### src/rtl/led_shifter_ctrl_if.sv
// ---------------------------------------------------------------------------
// led_shifter_ctrl_if
// Bundles the LED shifter's board-facing signals.
//   key_right_n  raw KEY, active-low, press steps toward bit 0
//   key_left_n   raw KEY, active-low, press steps toward bit WIDTH-1
//   mode         00 manual-saturate, 01 manual-wrap, 10 auto-wrap, 11 auto-bounce
//   LEDR         one-hot LED bar
//   pos          binary index of the lit LED
//   dir_left     current auto direction (1 = toward MSB)
//   edge_hit     one-cycle pulse on blocked step, wrap or bounce reversal
// master: board/stimulus side (drives keys and mode)
// slave : the controller (drives the LED bar and status)
// ---------------------------------------------------------------------------
interface led_shifter_ctrl_if #(
   parameter int WIDTH = 10
) ();
   localparam int PW = (WIDTH > 1) ? $clog2(WIDTH) : 1;

   logic             key_right_n;
   logic             key_left_n;
   logic [1:0]       mode;
   logic [WIDTH-1:0] LEDR;
   logic [PW-1:0]    pos;
   logic             dir_left;
   logic             edge_hit;

   modport master (
      output key_right_n, key_left_n, mode,
      input  LEDR, pos, dir_left, edge_hit
   );

   modport slave (
      input  key_right_n, key_left_n, mode,
      output LEDR, pos, dir_left, edge_hit
   );
endinterface

### src/rtl/led_shifter_ctrl.sv
// ---------------------------------------------------------------------------
// led_shifter_ctrl
// Keeps one lit LED in a WIDTH-bit bar and moves it on debounced KEY presses
// (manual modes) or on a free-running timer (auto modes).
// Ports:
//   CLOCK_50  system clock, all logic on the rising edge
//   reset     synchronous, active-high
//   bus       led_shifter_ctrl_if.slave: raw keys and mode in; LEDR, pos,
//             dir_left and edge_hit out, all registered
// ---------------------------------------------------------------------------
module led_shifter_ctrl #(
   parameter int WIDTH           = 10,
   parameter int START_POS       = 5,
   parameter int DEBOUNCE_CYCLES = 500000,
   parameter int AUTO_PERIOD     = 25000000
) (
   input logic               CLOCK_50,
   input logic               reset,
   led_shifter_ctrl_if.slave bus
);
   localparam int PW = (WIDTH > 1) ? $clog2(WIDTH) : 1;
   localparam int CW = $clog2(DEBOUNCE_CYCLES + 1);
   localparam int TW = $clog2(AUTO_PERIOD);
   localparam logic [PW-1:0] POS_MAX = PW'(WIDTH - 1);
   localparam logic [CW-1:0] DB_LAST = CW'(DEBOUNCE_CYCLES - 1);
   localparam logic [TW-1:0] TM_LAST = TW'(AUTO_PERIOD - 1);

   typedef enum logic [1:0] {
      M_SAT    = 2'b00,
      M_WRAP   = 2'b01,
      A_WRAP   = 2'b10,
      A_BOUNCE = 2'b11
   } mode_e;

   // Bit 0 = right key, bit 1 = left key throughout the input path.
   logic [1:0]    raw_n;
   logic [1:0]    sync_p0, sync_p1;
   logic [1:0]    stable_p2, stable_p3;
   logic [1:0]    press_p4;
   logic [CW-1:0] db_cnt [2];

   assign raw_n = {bus.key_left_n, bus.key_right_n};

   // Stage p0/p1: two-flop synchroniser; p2: debounced level; p3/p4: fall detect
   always_ff @(posedge CLOCK_50) begin
      if (reset) begin
         sync_p0   <= 2'b11;
         sync_p1   <= 2'b11;
         stable_p2 <= 2'b11;
         stable_p3 <= 2'b11;
         press_p4  <= 2'b00;
         db_cnt[0] <= '0;
         db_cnt[1] <= '0;
      end else begin
         sync_p0   <= raw_n;
         sync_p1   <= sync_p0;
         stable_p3 <= stable_p2;
         // Registered one-cycle pulse on the debounced 1->0 transition only.
         press_p4  <= stable_p3 & ~stable_p2;
         for (int k = 0; k < 2; k++) begin
            if (sync_p1[k] == stable_p2[k]) begin
               db_cnt[k] <= '0;
            end else if (db_cnt[k] == DB_LAST) begin
               stable_p2[k] <= sync_p1[k];
               db_cnt[k]    <= '0;
            end else begin
               db_cnt[k] <= db_cnt[k] + CW'(1);
            end
         end
      end
   end

   mode_e            mode_cur, mode_q;
   logic [PW-1:0]    pos_q, pos_n;
   logic [WIDTH-1:0] led_q;
   logic [TW-1:0]    tmr_q, tmr_n;
   logic             dir_q, dir_n;
   logic             edge_q, edge_n;
   logic             go_r, go_l;

   assign mode_cur = mode_e'(bus.mode);
   // Simultaneous presses cancel each other in every mode.
   assign go_r = press_p4[0] & ~press_p4[1];
   assign go_l = press_p4[1] & ~press_p4[0];

   always_comb begin
      pos_n  = pos_q;
      dir_n  = dir_q;
      edge_n = 1'b0;
      tmr_n  = '0;
      if (mode_cur != mode_q) begin
         // Mode switch: restart the period, hold position and direction.
         tmr_n = '0;
      end else if (!mode_cur[1]) begin
         if (go_r) begin
            if (pos_q == '0) begin
               edge_n = 1'b1;
               if (mode_cur == M_WRAP) pos_n = POS_MAX;
            end else begin
               pos_n = pos_q - PW'(1);
            end
         end else if (go_l) begin
            if (pos_q == POS_MAX) begin
               edge_n = 1'b1;
               if (mode_cur == M_WRAP) pos_n = '0;
            end else begin
               pos_n = pos_q + PW'(1);
            end
         end
      end else begin
         // Direction is resolved before the tick so a coincident press steers it.
         if (go_r) dir_n = 1'b0;
         else if (go_l) dir_n = 1'b1;
         if (tmr_q == TM_LAST) begin
            tmr_n = '0;
            if (dir_n) begin
               if (pos_q == POS_MAX) begin
                  edge_n = 1'b1;
                  if (mode_cur == A_WRAP) begin
                     pos_n = '0;
                  end else begin
                     dir_n = 1'b0;
                     pos_n = pos_q - PW'(1);
                  end
               end else begin
                  pos_n = pos_q + PW'(1);
               end
            end else begin
               if (pos_q == '0) begin
                  edge_n = 1'b1;
                  if (mode_cur == A_WRAP) begin
                     pos_n = POS_MAX;
                  end else begin
                     dir_n = 1'b1;
                     pos_n = PW'(1);
                  end
               end else begin
                  pos_n = pos_q - PW'(1);
               end
            end
         end else begin
            tmr_n = tmr_q + TW'(1);
         end
      end
   end

   // Stage p5: position, bar, direction and status registers
   always_ff @(posedge CLOCK_50) begin
      if (reset) begin
         mode_q <= mode_cur;
         pos_q  <= PW'(START_POS);
         led_q  <= WIDTH'(1) << START_POS;
         dir_q  <= 1'b0;
         edge_q <= 1'b0;
         tmr_q  <= '0;
      end else begin
         mode_q <= mode_cur;
         pos_q  <= pos_n;
         led_q  <= WIDTH'(1) << pos_n;
         dir_q  <= dir_n;
         edge_q <= edge_n;
         tmr_q  <= tmr_n;
      end
   end

   assign bus.LEDR     = led_q;
   assign bus.pos      = pos_q;
   assign bus.dir_left = dir_q;
   assign bus.edge_hit = edge_q;
endmodule
### src/flat_wrapper.sv
// flat-port wrapper written by rule: the top's interface ports become plain ports
module led_shifter_ctrl_flat 
#(
   parameter int WIDTH           = 10,
   parameter int START_POS       = 5,
   parameter int DEBOUNCE_CYCLES = 500000,
   parameter int AUTO_PERIOD     = 25000000
)
  (CLOCK_50, reset, bus_key_right_n, bus_key_left_n, bus_mode, bus_LEDR, bus_pos, bus_dir_left, bus_edge_hit);
  led_shifter_ctrl_if #(.WIDTH(WIDTH)) bus_i ();
  input logic CLOCK_50;
  input logic reset;
  input wire logic [$bits(bus_i.key_right_n)-1:0] bus_key_right_n;
  input wire logic [$bits(bus_i.key_left_n)-1:0] bus_key_left_n;
  input wire logic [$bits(bus_i.mode)-1:0] bus_mode;
  output wire logic [$bits(bus_i.LEDR)-1:0] bus_LEDR;
  output wire logic [$bits(bus_i.pos)-1:0] bus_pos;
  output wire logic [$bits(bus_i.dir_left)-1:0] bus_dir_left;
  output wire logic [$bits(bus_i.edge_hit)-1:0] bus_edge_hit;
  assign bus_i.key_right_n = bus_key_right_n;
  assign bus_i.key_left_n = bus_key_left_n;
  assign bus_i.mode = bus_mode;
  assign bus_LEDR = bus_i.LEDR;
  assign bus_pos = bus_i.pos;
  assign bus_dir_left = bus_i.dir_left;
  assign bus_edge_hit = bus_i.edge_hit;
  led_shifter_ctrl #(.WIDTH(WIDTH), .START_POS(START_POS), .DEBOUNCE_CYCLES(DEBOUNCE_CYCLES), .AUTO_PERIOD(AUTO_PERIOD)) u_core (.CLOCK_50(CLOCK_50), .reset(reset), .bus(bus_i));
endmodule
### config.mk
export PLATFORM = sky130hd
export DESIGN_NAME = led_shifter_ctrl_flat
export DESIGN_NICKNAME = d
export VERILOG_FILES = /design/src/rtl/led_shifter_ctrl_if.sv /design/src/rtl/led_shifter_ctrl.sv /design/src/flat_wrapper.sv
export SDC_FILE = /design/constraint.sdc
export NUM_CORES = 1
export LEC_CHECK = 0
export BUFFER_PORTS_ARGS = -buffer_cell sky130_fd_sc_hd__buf_2
export CORE_MARGIN = 1.5
export CORE_UTILIZATION = 45
export DETAILED_ROUTE_END_ITERATION = 8
export SLEW_MARGIN = 20
export SYNTH_ARGS = -nofsm -noshare
export SYNTH_HDL_FRONTEND = slang
export SYNTH_SLANG_ARGS = --single-unit
### constraint.sdc
create_clock -name CLOCK_50 -period 5.1 [get_ports CLOCK_50]
set_input_delay 0.51 -clock CLOCK_50 [delete_from_list [all_inputs] [get_ports CLOCK_50]]
set_output_delay 0.51 -clock CLOCK_50 [all_outputs]
set_load 0.005 [all_outputs]
# After elaboration in Yosys (flattened, before gate mapping)

Memories as Yosys holds them, arrays and structs flattened.
Index checks and enable logic that the tools add are counted.

Flip-flop bits (word level): 53
Memories: 1
Memory bits (writable): 38
Bits of input ports: 6
Logic and storage cells: 111
Output and inout bits: 16

Memory list:

| memory        | depth | bits a word | read ports | clocked after memory_dff | write ports | line                   | RTL |
|---|---|---|---|---|---|---|---|
| u_core.db_cnt | 2     | 19          | 2          | 0                        | 2           | led_shifter_ctrl.sv:40 | `logic [CW-1:0] db_cnt [2];` |

Muxes and demuxes: 61
Eq/ne operators: 9
Bitwise operators: 16
$add $sub $neg: 5
Reductions and logical operators: 6
Shift-type cells: 1

Operators by type and width:

| cell                                                 | number |
|---|---|
| 2-to-1 mux 19 bit                                    | 6 |
| 2-to-1 mux 4 bit                                     | 14 |
| 2-to-1 mux 1 bit                                     | 41 |
| adder 19 x 1 -> 19 bit (second input constant)       | 2 |
| equality test 19 bit (second input constant)         | 2 |
| adder 25 x 1 -> 25 bit (second input constant)       | 1 |
| equality test 25 bit (second input constant)         | 1 |
| left shift 1 x 4 -> 10 bit (first input constant)    | 1 |
| NOT 1 bit                                            | 6 |
| OR 1 bit                                             | 6 |
| AND reduction 2 bit                                  | 3 |
| adder 4 x 1 -> 4 bit (second input constant)         | 1 |
| equality test 4 bit (second input constant)          | 1 |
| logical NOT 4 bit                                    | 1 |
| OR reduction 4 bit                                   | 1 |
| subtractor 4 x 1 -> 4 bit (second input constant)    | 1 |
| AND 1 bit                                            | 2 |
| AND 2 bit                                            | 1 |
| equality test 1 bit                                  | 2 |
| equality test 2 x 1 -> 1 bit (second input constant) | 1 |
| equality test 2 bit (second input constant)          | 1 |
| != test 2 bit                                        | 1 |
| NOT 2 bit                                            | 1 |
| OR reduction 2 bit                                   | 1 |

# Longest topological paths before layout

Gate-level depths: netlist of the first run.

Depth in word-level cells: 11
Gate-level depth with buffers: 11
Gate-level depth less buffers: 8

# Least setup slack after synthesis of the first run

OpenSTA, ideal clock, no wires.

Kind: flip-flop to flip-flop
Start point: register u_core.pos_q[1] (netlist: u_core.bus.pos[1])
End point: register u_core.led_q[5] (netlist: u_core.bus.LEDR[5])
Data arrival time: 2448 ps
Clock period less this slack: 2543 ps
Library setup time: 96 ps
Required time: 5004 ps
Path buffers: 2
Stages on the path, launching flop included: 11
Path slack: 2557 ps
Path through: dfxtp_1 -> clkbuf_1 -> inv_1 -> ha_1 -> or3b_2 -> clkbuf_1 -> nor3_1 -> a2111oi_0 -> nor4_1 -> a211o_1 -> o41ai_2

Word-level cells in the longest chain between the ends: 8
Elaborated cells on any way between the ends: 18
Those cells by class: add/sub (2); eq/ne (1); shift (1); mux (13); reduce/logical (1)

RTL lines:

| item                           | line                                                                      | RTL |
|---|---|---|
| start: declaration             | led_shifter_ctrl.sv:74                                                    | `logic [PW-1:0] pos_q, pos_n;` |
| start signal: assignment       | led_shifter_ctrl.sv:151                                                   | `pos_q <= PW'(START_POS);` |
| start signal: assignment       | led_shifter_ctrl.sv:158                                                   | `pos_q <= pos_n;` |
| subtractor 4 x 1 -> 4 bit      | led_shifter_ctrl.sv:100, led_shifter_ctrl.sv:123, led_shifter_ctrl.sv:138 |  |
| 2-to-1 mux 4 bit               | led_shifter_ctrl.sv:119                                                   | `if (mode_cur == A_WRAP) begin` |
| 2-to-1 mux 4 bit               | led_shifter_ctrl.sv:117                                                   | `if (pos_q == POS_MAX) begin` |
| 2-to-1 mux 4 bit               | led_shifter_ctrl.sv:116                                                   | `if (dir_n) begin` |
| 2-to-1 mux 4 bit               | led_shifter_ctrl.sv:114                                                   | `if (tmr_q == TM_LAST) begin` |
| 2-to-1 mux 4 bit               | led_shifter_ctrl.sv:94                                                    | `end else if (!mode_cur[1]) begin` |
| 2-to-1 mux 4 bit (*)           | led_shifter_ctrl.sv:91                                                    | `if (mode_cur != mode_q) begin` |
| left shift 1 x 4 -> 10 bit (*) | led_shifter_ctrl.sv:159                                                   | `led_q <= WIDTH'(1) << pos_n;` |
| end signal: assignment         | led_shifter_ctrl.sv:152                                                   | `led_q <= WIDTH'(1) << START_POS;` |
| end signal: assignment         | led_shifter_ctrl.sv:159                                                   |  |
| end: declaration               | led_shifter_ctrl.sv:75                                                    | `logic [WIDTH-1:0] led_q;` |

Mark *: on every way between the ends. The rest lies on a longest branch, timed or not.
A chain may end at the register's enable or synchronous reset.

# Worst setup path in the final report of the first run

Ends and elaborated chain as after synthesis.

==> results_dict.tcl, run 1 <==
set metrics [dict create \
    syn_avg_cell_area_um2 9.38 \
    grt_max_degree 26 \
    multi_input_area_um2 2380 \
    cp.depth 8 \
    grt_usage 0.165 \
    cellPowerDensity_nw_per_um2 268 \
    cts_sinks 91 \
    setup_violations 0 \
    ys_async_sr_fraction 0 \
    cp-endpoint "u_core.bus.LEDR[5]" \
    post-route-period-util 0.556 \
    ant_nets 0 \
    io_pins 22 \
    drc_errors 0 \
    antenna_found_initial 0 \
    h-tree-depth 3 \
    drt_iter0_drc 153 \
    final_max_slew_viol_count 0 \
    hold_class "in2reg" \
    hpwl_um 6130 \
    drive_gt1_frac 0.109 \
    p_leak_nw 1.83 \
    finalHoldViolCount 0 \
    port_buffers 21 \
    die_y_um 104 \
    area_delta_synth_final_pct 12.6 \
    post_cts_resized 0 \
    period_needed_ps 2830 \
    rows 36 \
    viasPerCell 5.19 \
    clk_pin_slew_ps 90 \
    netlist_instances 486 \
    critPathLaunchType "flip-flop" \
    grt_pass1_vias 3212 \
    syn-cell-area_um2 4560 \
    wl_per_cell_um 12.5 \
    n_antenna_cell 0 \
    status "finished clean" \
    rsz0062_at_grt "no" \
    fillers 967 \
    worstRegToRegCells 8 \
    final_area_um2 5130 \
    totalWireLength_um 8480 \
    ys_seq_area_frac 0.483 \
    clk_latency_ps 360 \
    holdWs_ps 346 \
    root_buffer "clkbuf_8" \
    drt_pre_antenna_iters 5 \
    r2r_end "u_core.bus.LEDR[5]" \
    finalCoreUtilization 0.523 \
    regArea_um2 2200 \
    clockBufferDepth 2 \
    cap_viol_max_count 0 \
    grt_first_pass_wirelength_um 14500 \
    initial_utilization 0.464 \
    place_congestion 0.898 \
    tns_ps 0 \
    placed_area_um2 4910 \
    crit_fanout 12 \
    synth_edf_count 38 \
    fp.coreArea_um2 9820 \
    fp.dieW_um 104 \
    nets 551 \
    worstSetupPathType "reg2reg" \
    ir_drop_uv 156 \
    r2r_slack_ps 2270 \
    worst_clock_skew_ps 8.14 \
    ys_types 59 \
    ys_seq_elements 91 \
    critical_path.cell_chain "inv_1 > ha_1 > nor2b_1 > o21ai_0 > o22ai_1 > o21ba_2 > or4_4 > o41ai_2" \
    cts_tree "done" \
    yosys_most_used_dff "dfxtp_1" \
    required_ps 5370 \
    cp_slowest_cell "dfxtp_1" \
    setup.worst_path.start "u_core.bus.pos[1]" \
    cts_hold_buf 0 \
    slowest_delay_ps 560 \
    cp_top_family "compound AO/OA/AOI/OAI gates" \
    maxSlewHeadroom 0.511 \
    cts_setup_buffers 0 \
    yosys_warnings 0 \
    worstPathArrival_ps 3100 \
    fmax_ghz 0.353 \
    numCtsBuffers 9 \
    cp-end-kind "flip-flop" \
    min_path_cells 2 \
    overflow 0 \
    worstReg2RegStart "u_core.bus.pos[1]" \
    critical_path_buf_inv_count 1 \
    tightest_slew_ps 733 \
    die_area_um2 10700 \
    vias 3510 \
]
[area by class of cell]
class                   count  share of cell area
well taps                 133              0.0324
multi-input cells         400               0.464
flip-flops and latches     91               0.429
inverters                  14              0.0102
repair buffers             22              0.0219
clock inverters             5              0.0110
clock buffers              11              0.0317
[placed cells by master, fill, tap and decap left out, types with 9 or more instances in the layout]
cell / n
nand3_1: 21
nand4_1: 16
nor3_1: 10
edfxtp_1: 38
buf_2: 21
clkbuf_8: 10
nor2_1: 86
and3_1: 9
xnor2_1: 24
xor2_1: 33
nand2_1: 35
a21oi_1: 11
conb_1: 38
inv_1: 14
dfxtp_1: 53
o21ai_0: 13
[synth_stat cells (6+ instances only)]
cell type	number	area share
xnor2_1	24	0.046
o21ai_0	13	0.014
edfxtp_1	38	0.25
ha_1	7	0.019
nor4_1	8	0.011
nor4b_1	8	0.015
nor2_1	86	0.071
clkbuf_1	15	0.012
or2_2	7	0.0096
dfxtp_1	53	0.23
nand2_1	35	0.029
a21oi_1	11	0.012
nand4_1	16	0.022
inv_1	14	0.012
and3_1	9	0.012
xor2_1	33	0.063
nor2b_1	6	0.0082
nor3_1	10	0.011
nand3_1	21	0.023
[layer usage]
metal / vias up / routed length [um] / part of all wire / GRT usage
met5: - / 0 / 0 / 0
met4: 0 / 149 / 0.018 / 0.0655
met3: 13 / 342 / 0.040 / 0.0396
met2: 60 / 3780 / 0.45 / 0.254
met1: 1660 / 4210 / 0.50 / 0.224
li1: 1777 / - / - / -
[worst min-delay path by stage]
stage,startpoint,to,slack [ps]
after global placement,u_core.sync_p0[1],u_core.sync_p1[1],390
after global routing,bus_key_left_n,u_core.sync_p0[1],320
after floorplan,u_core.sync_p0[0],u_core.sync_p1[0],390
final,bus_key_left_n,u_core.sync_p0[1],350
after CTS,bus_key_left_n,u_core.sync_p0[1],330
after detailed placement,u_core.sync_p0[0],u_core.sync_p1[0],400
[power by group]
part	internal [W]	switching, W
Combinational	0.0000224	0.0000356
Clock	0.000270	0.000257
Sequential	0.000774	0.0000170
Total	0.00107	0.000309
[registers in the layout, indices dropped and copies added (netlist names), 4 cells and up]
name             flops
u_core.tmr_q        25
u_core.db_cnt       38
u_core.bus.LEDR     10
u_core.bus.pos       4
[per-stage QoR]
step                power (W)  setup WS, ps  instances
CTS                   0.00140          2020        676
finish                0.00138          2270        676
detailed placement   0.000865          2030        660
global placement     0.000864          2230        660
floorplan            0.000848          2560        523
global route          0.00144          2080        676
[cell families (layout without fill, tap and decap cells)]
kind of cell	after synthesis	in the layout	share of synthesized area
compound gates	55	55	0.0854
xor+xnor	57	57	0.109
fa+ha+maj	7	7	0.0192
buf+inv	32	52	0.0266
flops	91	91	0.483
mux	4	4	0.00906
other cells	1	38	0.000822
simple gates	239	239	0.266
(Power assumes the default switching activity.)
==> run 2, diff against run 1 <==
==> constraint.sdc (replaced) <==
create_clock -name CLOCK_50 -period 2.97 [get_ports CLOCK_50]
set_input_delay 0.297 -clock CLOCK_50 [delete_from_list [all_inputs] [get_ports CLOCK_50]]
set_output_delay 0.297 -clock CLOCK_50 [all_outputs]
set_load 0.005 [all_outputs]
==> run 2 against run 1 <==
Sequential power up 72%. Total power up 67%. Critical path type unchanged. Cell area up 0.34%. Highest routed layer unchanged. Largest cell class unchanged. Critical endpoint unchanged.
==> results_dict.tcl, run 2 (synthesis results as in run 1) <==
set metrics [dict create \
    tightest_slew_ps 629 \
    p_leak_nw 1.83 \
    holdCritStartpoint "bus_key_right_n" \
    comb_power_share 0.044 \
    period_needed_ps 2700 \
    status "finished clean" \
    whs_endpoint "u_core.sync_p0[0]" \
    maxSlewHeadroom 0.577 \
    fp.coreArea_um2 9820 \
    largest_register_ff_count 38 \
    antenna_found_initial 0 \
    grt_first_pass_wirelength_um 15100 \
    finalHoldViolCount 0 \
    total_power_w 0.00230 \
    rows 36 \
    critical_path.cell_chain "inv_1 > ha_1 > nor2b_1 > o21ai_0 > o22ai_1 > o21ba_2 > or4_4 > o41ai_2" \
    crit_fanout 11 \
    place_congestion 0.943 \
    ir_drop_uv 323 \
    numCtsBuffers 9 \
    drive_gt1_frac 0.111 \
    port_buffers 21 \
    final_max_slew_viol_count 0 \
    die_area_um2 10700 \
    cap_viol_max_count 0 \
    grt_pass1_vias 3177 \
    overflow 0 \
    top_register "u_core.db_cnt" \
    cts_hold_buf 0 \
    totalWireLength_um 8780 \
    hold_class "in2reg" \
    h-tree-depth 3 \
    switchingPower_w 0.000519 \
    post-route-period-util 0.910 \
    io_pins 22 \
    finalCoreUtilization 0.525 \
    internal_power_w 0.00178 \
    final_cell_mix "nor2_1 (86), dfxtp_1 (53), edfxtp_1 (38), conb_1 (38), nand2_1 (35)" \
    drc_errors 0 \
    clk_latency_ps 350 \
    min_path_cells 2 \
    n_antenna_cell 0 \
    initial_utilization 0.464 \
    worstPathArrival_ps 2970 \
    p_sw_frac 0.226 \
    cts_setup_buffers 0 \
    fmax_ghz 0.370 \
    clkPwrFrac 0.364 \
    cts_tree "done" \
    drt_iter0_drc 144 \
    worstRegToRegCells 8 \
    slowest_delay_ps 550 \
    vias 3479 \
    nets 557 \
    r2r_end "u_core.bus.LEDR[5]" \
    root_buffer "clkbuf_8" \
    worstSetupPathType "reg2reg" \
    clockBufferDepth 2 \
    post_cts_resized 0 \
    setup_violations 0 \
    rsz0062_at_grt "no" \
    die_y_um 104 \
    grt_max_degree 26 \
    ant_nets 0 \
    wl_per_cell_um 12.9 \
    required_ps 3240 \
    tns_ps 0 \
    p_seq_frac 0.592 \
    cp-end-kind "flip-flop" \
    hpwl_um 6340 \
    grt_usage 0.171 \
    fillers 986 \
    area_delta_synth_final_pct 13.0 \
    clk_pin_slew_ps 90 \
    worst_clock_skew_ps 5.88 \
    r2r_slack_ps 270 \
    cellPowerDensity_nw_per_um2 446 \
    worstReg2RegStart "u_core.bus.pos[0]" \
    layout_commonest_cell "nor2_1" \
    fp.dieW_um 104 \
    drt_pre_antenna_iters 5 \
    cp_slowest_cell "or4_4" \
    viasPerCell 5.10 \
    critPathLaunchType "flip-flop" \
    cts_sinks 91 \
]
## run 2: cell type report
class / instances / area (um2) / area share
multi-input cells: 400 / 2370 / 0.461
flip-flops and latches: 91 / 2200 / 0.427
repair buffers: 28 / 158 / 0.0306
inverters: 14 / 52.6 / 0.0102
clock buffers: 14 / 185 / 0.0359
clock inverters: 2 / 13.8 / 0.00267
well taps: 133 / 166 / 0.0323
## run 2: worst max-delay path by stage
stage / start / to / slack (ps) / cells past startpoint
final: u_core.bus.pos[0] / u_core.bus.LEDR[5] / 270 / 8
after detailed placement: u_core.bus.pos[0] / u_core.bus.LEDR[5] / 300 / 8
after global routing: u_core.bus.pos[0] / u_core.bus.LEDR[4] / 80 / 8
after global placement: u_core.bus.pos[0] / u_core.bus.LEDR[5] / 400 / 8
after CTS: u_core.bus.pos[0] / u_core.bus.LEDR[5] / 260 / 8
after floorplan: u_core.bus.pos[1] / u_core.bus.LEDR[5] / 430 / 10
## run 2: metrics by stage
step | hold slack [ps] | setup WS [ps] | cell area [um2] | std cells
finish | 141 | 266 | 5150 | 682
global route | 129 | 81.8 | 5150 | 682
CTS | 130 | 255 | 5150 | 682
detailed placement | 399 | 296 | 4950 | 666
global placement | 393 | 403 | 4950 | 666
floorplan | 325 | 427 | 4700 | 523
## run 2: critical path, delay by kind of cell, from the launching register on
family	cells	cell delay [ps]
adders and majority gates	1	280
and+or+nand+nor	2	700
AOI/OAI and AO/OA	4	990
DFF	1	530
buffers and inverters	1	110
## run 2: metal layers
| layer | share of wire | GRT usage |
|---|---|---|
| met1 | 0.49 | 0.238 |
| met2 | 0.46 | 0.267 |
| met3 | 0.040 | 0.0371 |
| met4 | 0.010 | 0.0546 |
| met5 | 0 | 0 |
## run 2: power by group through the flow
stage          clock network [W]  logic (W)  registers [W]
4_1_cts                 0.000864  0.0000997        0.00136
3_3_place_gp                   0  0.0000994        0.00139
6_report                0.000837   0.000100        0.00136
2_1_floorplan                  0  0.0000770        0.00138
5_1_grt                 0.000912   0.000115        0.00136
3_5_place_dp                   0  0.0000989        0.00139
==> run 3, diff against run 2 <==
==> constraint.sdc (replaced) <==
create_clock -name CLOCK_50 -period 2.3 [get_ports CLOCK_50]
set_input_delay 0.23 -clock CLOCK_50 [delete_from_list [all_inputs] [get_ports CLOCK_50]]
set_output_delay 0.23 -clock CLOCK_50 [all_outputs]
set_load 0.005 [all_outputs]
==> run 3 against run 2 <==
The flow now finishes with violations (setup timing). Sequential power up 29%. Maximum frequency up 5.2%. Critical path depth down 1. Clock power up 30%. Critical endpoint is now u_core.bus.LEDR[4]. Largest cell class unchanged.
==> results_dict.tcl, run 3 (synthesis results as in run 1) <==
set metrics [dict create \
    slowest_delay_ps 570 \
    totalWireLength_um 9350 \
    nets 622 \
    fmax_ghz 0.389 \
    required_ps 2570 \
    h-tree-depth 3 \
    initial_utilization 0.464 \
    postLayoutSetupSlackWorst_ps -272 \
    post-route-period-util 1.12 \
    grt_use_met3 0.0271 \
    fp.dieW_um 104 \
    grt_usage 0.182 \
    clk_latency_ps 360 \
    port_buffers 21 \
    finalCoreUtilization 0.597 \
    cap_viol_max_count 0 \
    critical_path_buf_inv_count 1 \
    clockBufferDepth 2 \
    place_congestion 0.873 \
    drc_errors 0 \
    critPathLaunchType "flip-flop" \
    largest_register_ff_count 38 \
    worst_clock_skew_ps 8.43 \
    crit_top_cell "or4_4" \
    failed_checks "setup timing" \
    fp.coreArea_um2 9820 \
    status "complete, but fails checks" \
    critical_path.cell_chain "or4_4 > or4_4 > o21ai_4 > nand2_2 > buf_6 > a211o_4 > nor4b_4" \
    hpwl_um 6750 \
    top_register "u_core.db_cnt" \
    cts_hold_buf 0 \
    io_pins 22 \
    final_max_slew_viol_count 0 \
    setup_violations 14 \
    grt_first_pass_wirelength_um 16000 \
    rsz0062_at_grt "yes" \
    drt_iter0_drc 101 \
    fillers 886 \
    cellPowerDensity_nw_per_um2 512 \
    root_buffer "clkbuf_8" \
    numCtsBuffers 9 \
    busiest_layer "met2" \
    vias 3714 \
    tightest_slew_ps 577 \
    cts_sinks 91 \
    cp_top_family "simple AND/OR/NAND/NOR gates" \
    grt_pass1_vias 3493 \
    crit_fanout 6 \
    period_needed_ps 2570 \
    hold_class "in2reg" \
    ir_drop_uv 305 \
    grt_max_degree 26 \
    p_leak_nw 2.19 \
    worstSetupPathType "reg2reg" \
    die_y_um 104 \
    ant_nets 0 \
    maxSlewHeadroom 0.612 \
    final_cell_mix "nor2_1 (85), buf_4 (66), dfxtp_1 (49)" \
    antenna_found_initial 0 \
    clk_pin_slew_ps 90 \
    drive_gt1_frac 0.249 \
    n_antenna_cell 0 \
    cp_slowest_cell "or4_4" \
    area_delta_synth_final_pct 28.6 \
    overflow 0 \
    cp-end-kind "flip-flop" \
    rows 36 \
    worstPathArrival_ps 2840 \
    met2_usage 0.298 \
    viasPerCell 4.97 \
    cts_tree "done" \
    grtUsageMet1 0.241 \
    finalHoldViolCount 0 \
    layout_commonest_cell "nor2_1" \
    drt_pre_antenna_iters 4 \
    tns_ps -2610 \
    wl_per_cell_um 12.5 \
    die_area_um2 10700 \
]
[run 3: cell types whose count changed in the layout (fill, tap and decap cells not counted), sizes merged]
cell / previous run / this run
clkinv: 0 / 3
clkbuf: 14 / 11
clkinvlp: 1 / 2
buf: 28 / 93
inv: 15 / 14
[run 3: per-layer routing]
layer | part of all wire | routed length [um]
met5 | 0 | 0
met4 | 0.020 | 188
met3 | 0.023 | 215
met2 | 0.47 | 4360
met1 | 0.49 | 4580
[run 3: worst paths after layout]
path / cells past startpoint / slack [ps] / start / endpoint
hold reg to reg: 2 / 410 / u_core.stable_p3[1] / u_core.press_p4[1]
setup / recovery: 7 / -270 / u_core.tmr_q[17] / u_core.bus.LEDR[4]
setup reg to reg: 7 / -270 / u_core.tmr_q[17] / u_core.bus.LEDR[4]
hold / removal: 2 / 50 / bus_key_right_n / u_core.sync_p0[0]
[run 3: stage by stage]
step / instance area [um2] / hold slack, ps / std cells / setup WS (ps) / total power, W
finish: 5860 / 48.7 / 747 / -272 / 0.00300
global route: 5860 / 50.4 / 747 / -358 / 0.00311
CTS: 5740 / 35.3 / 743 / -247 / 0.00303
detailed placement: 5440 / 396 / 724 / -305 / 0.00194
global placement: 5440 / 392 / 724 / -215 / 0.00193
floorplan: 4730 / 258 / 523 / -163 / 0.00188
[run 3: area by class of cell]
| class | instances | area, um2 | area share |
|---|---|---|---|
| Timing Repair Buffer | 93 | 686 | 0.117 |
| Inverter | 14 | 52.6 | 0.00896 |
| Clock inverter | 5 | 32.5 | 0.00555 |
| Tap cell | 133 | 166 | 0.0284 |
| Sequential cell | 91 | 2210 | 0.376 |
| Multi-Input combinational cell | 400 | 2550 | 0.434 |
| Clock buffer | 11 | 174 | 0.0297 |
[run 3: where the power goes]
part	total (W)	switching (W)	internal, W
Sequential	0.00175	0.0000369	0.00172
Combinational	0.000158	0.0000922	0.0000654
Clock	0.00109	0.000573	0.000521
[run 3: worst reg2reg max path, cell delays in order, from the launching register on]
cell and delay [ps]:
dfxtp_2 330, or4_4 520, or4_4 570, o21ai_4 200, nand2_2 100, buf_6 130
a211o_4 390, nor4b_4 240
[run 3: what timing repair did]
| action | 4_1_cts | 5_1_grt |
|---|---|---|
| gates resized for setup | 14 | 17 |
| buffers inserted | 3 | 4 |
| pin swaps | 3 | 13 |
| endpoints found under the setup margin | 13 | 18 |
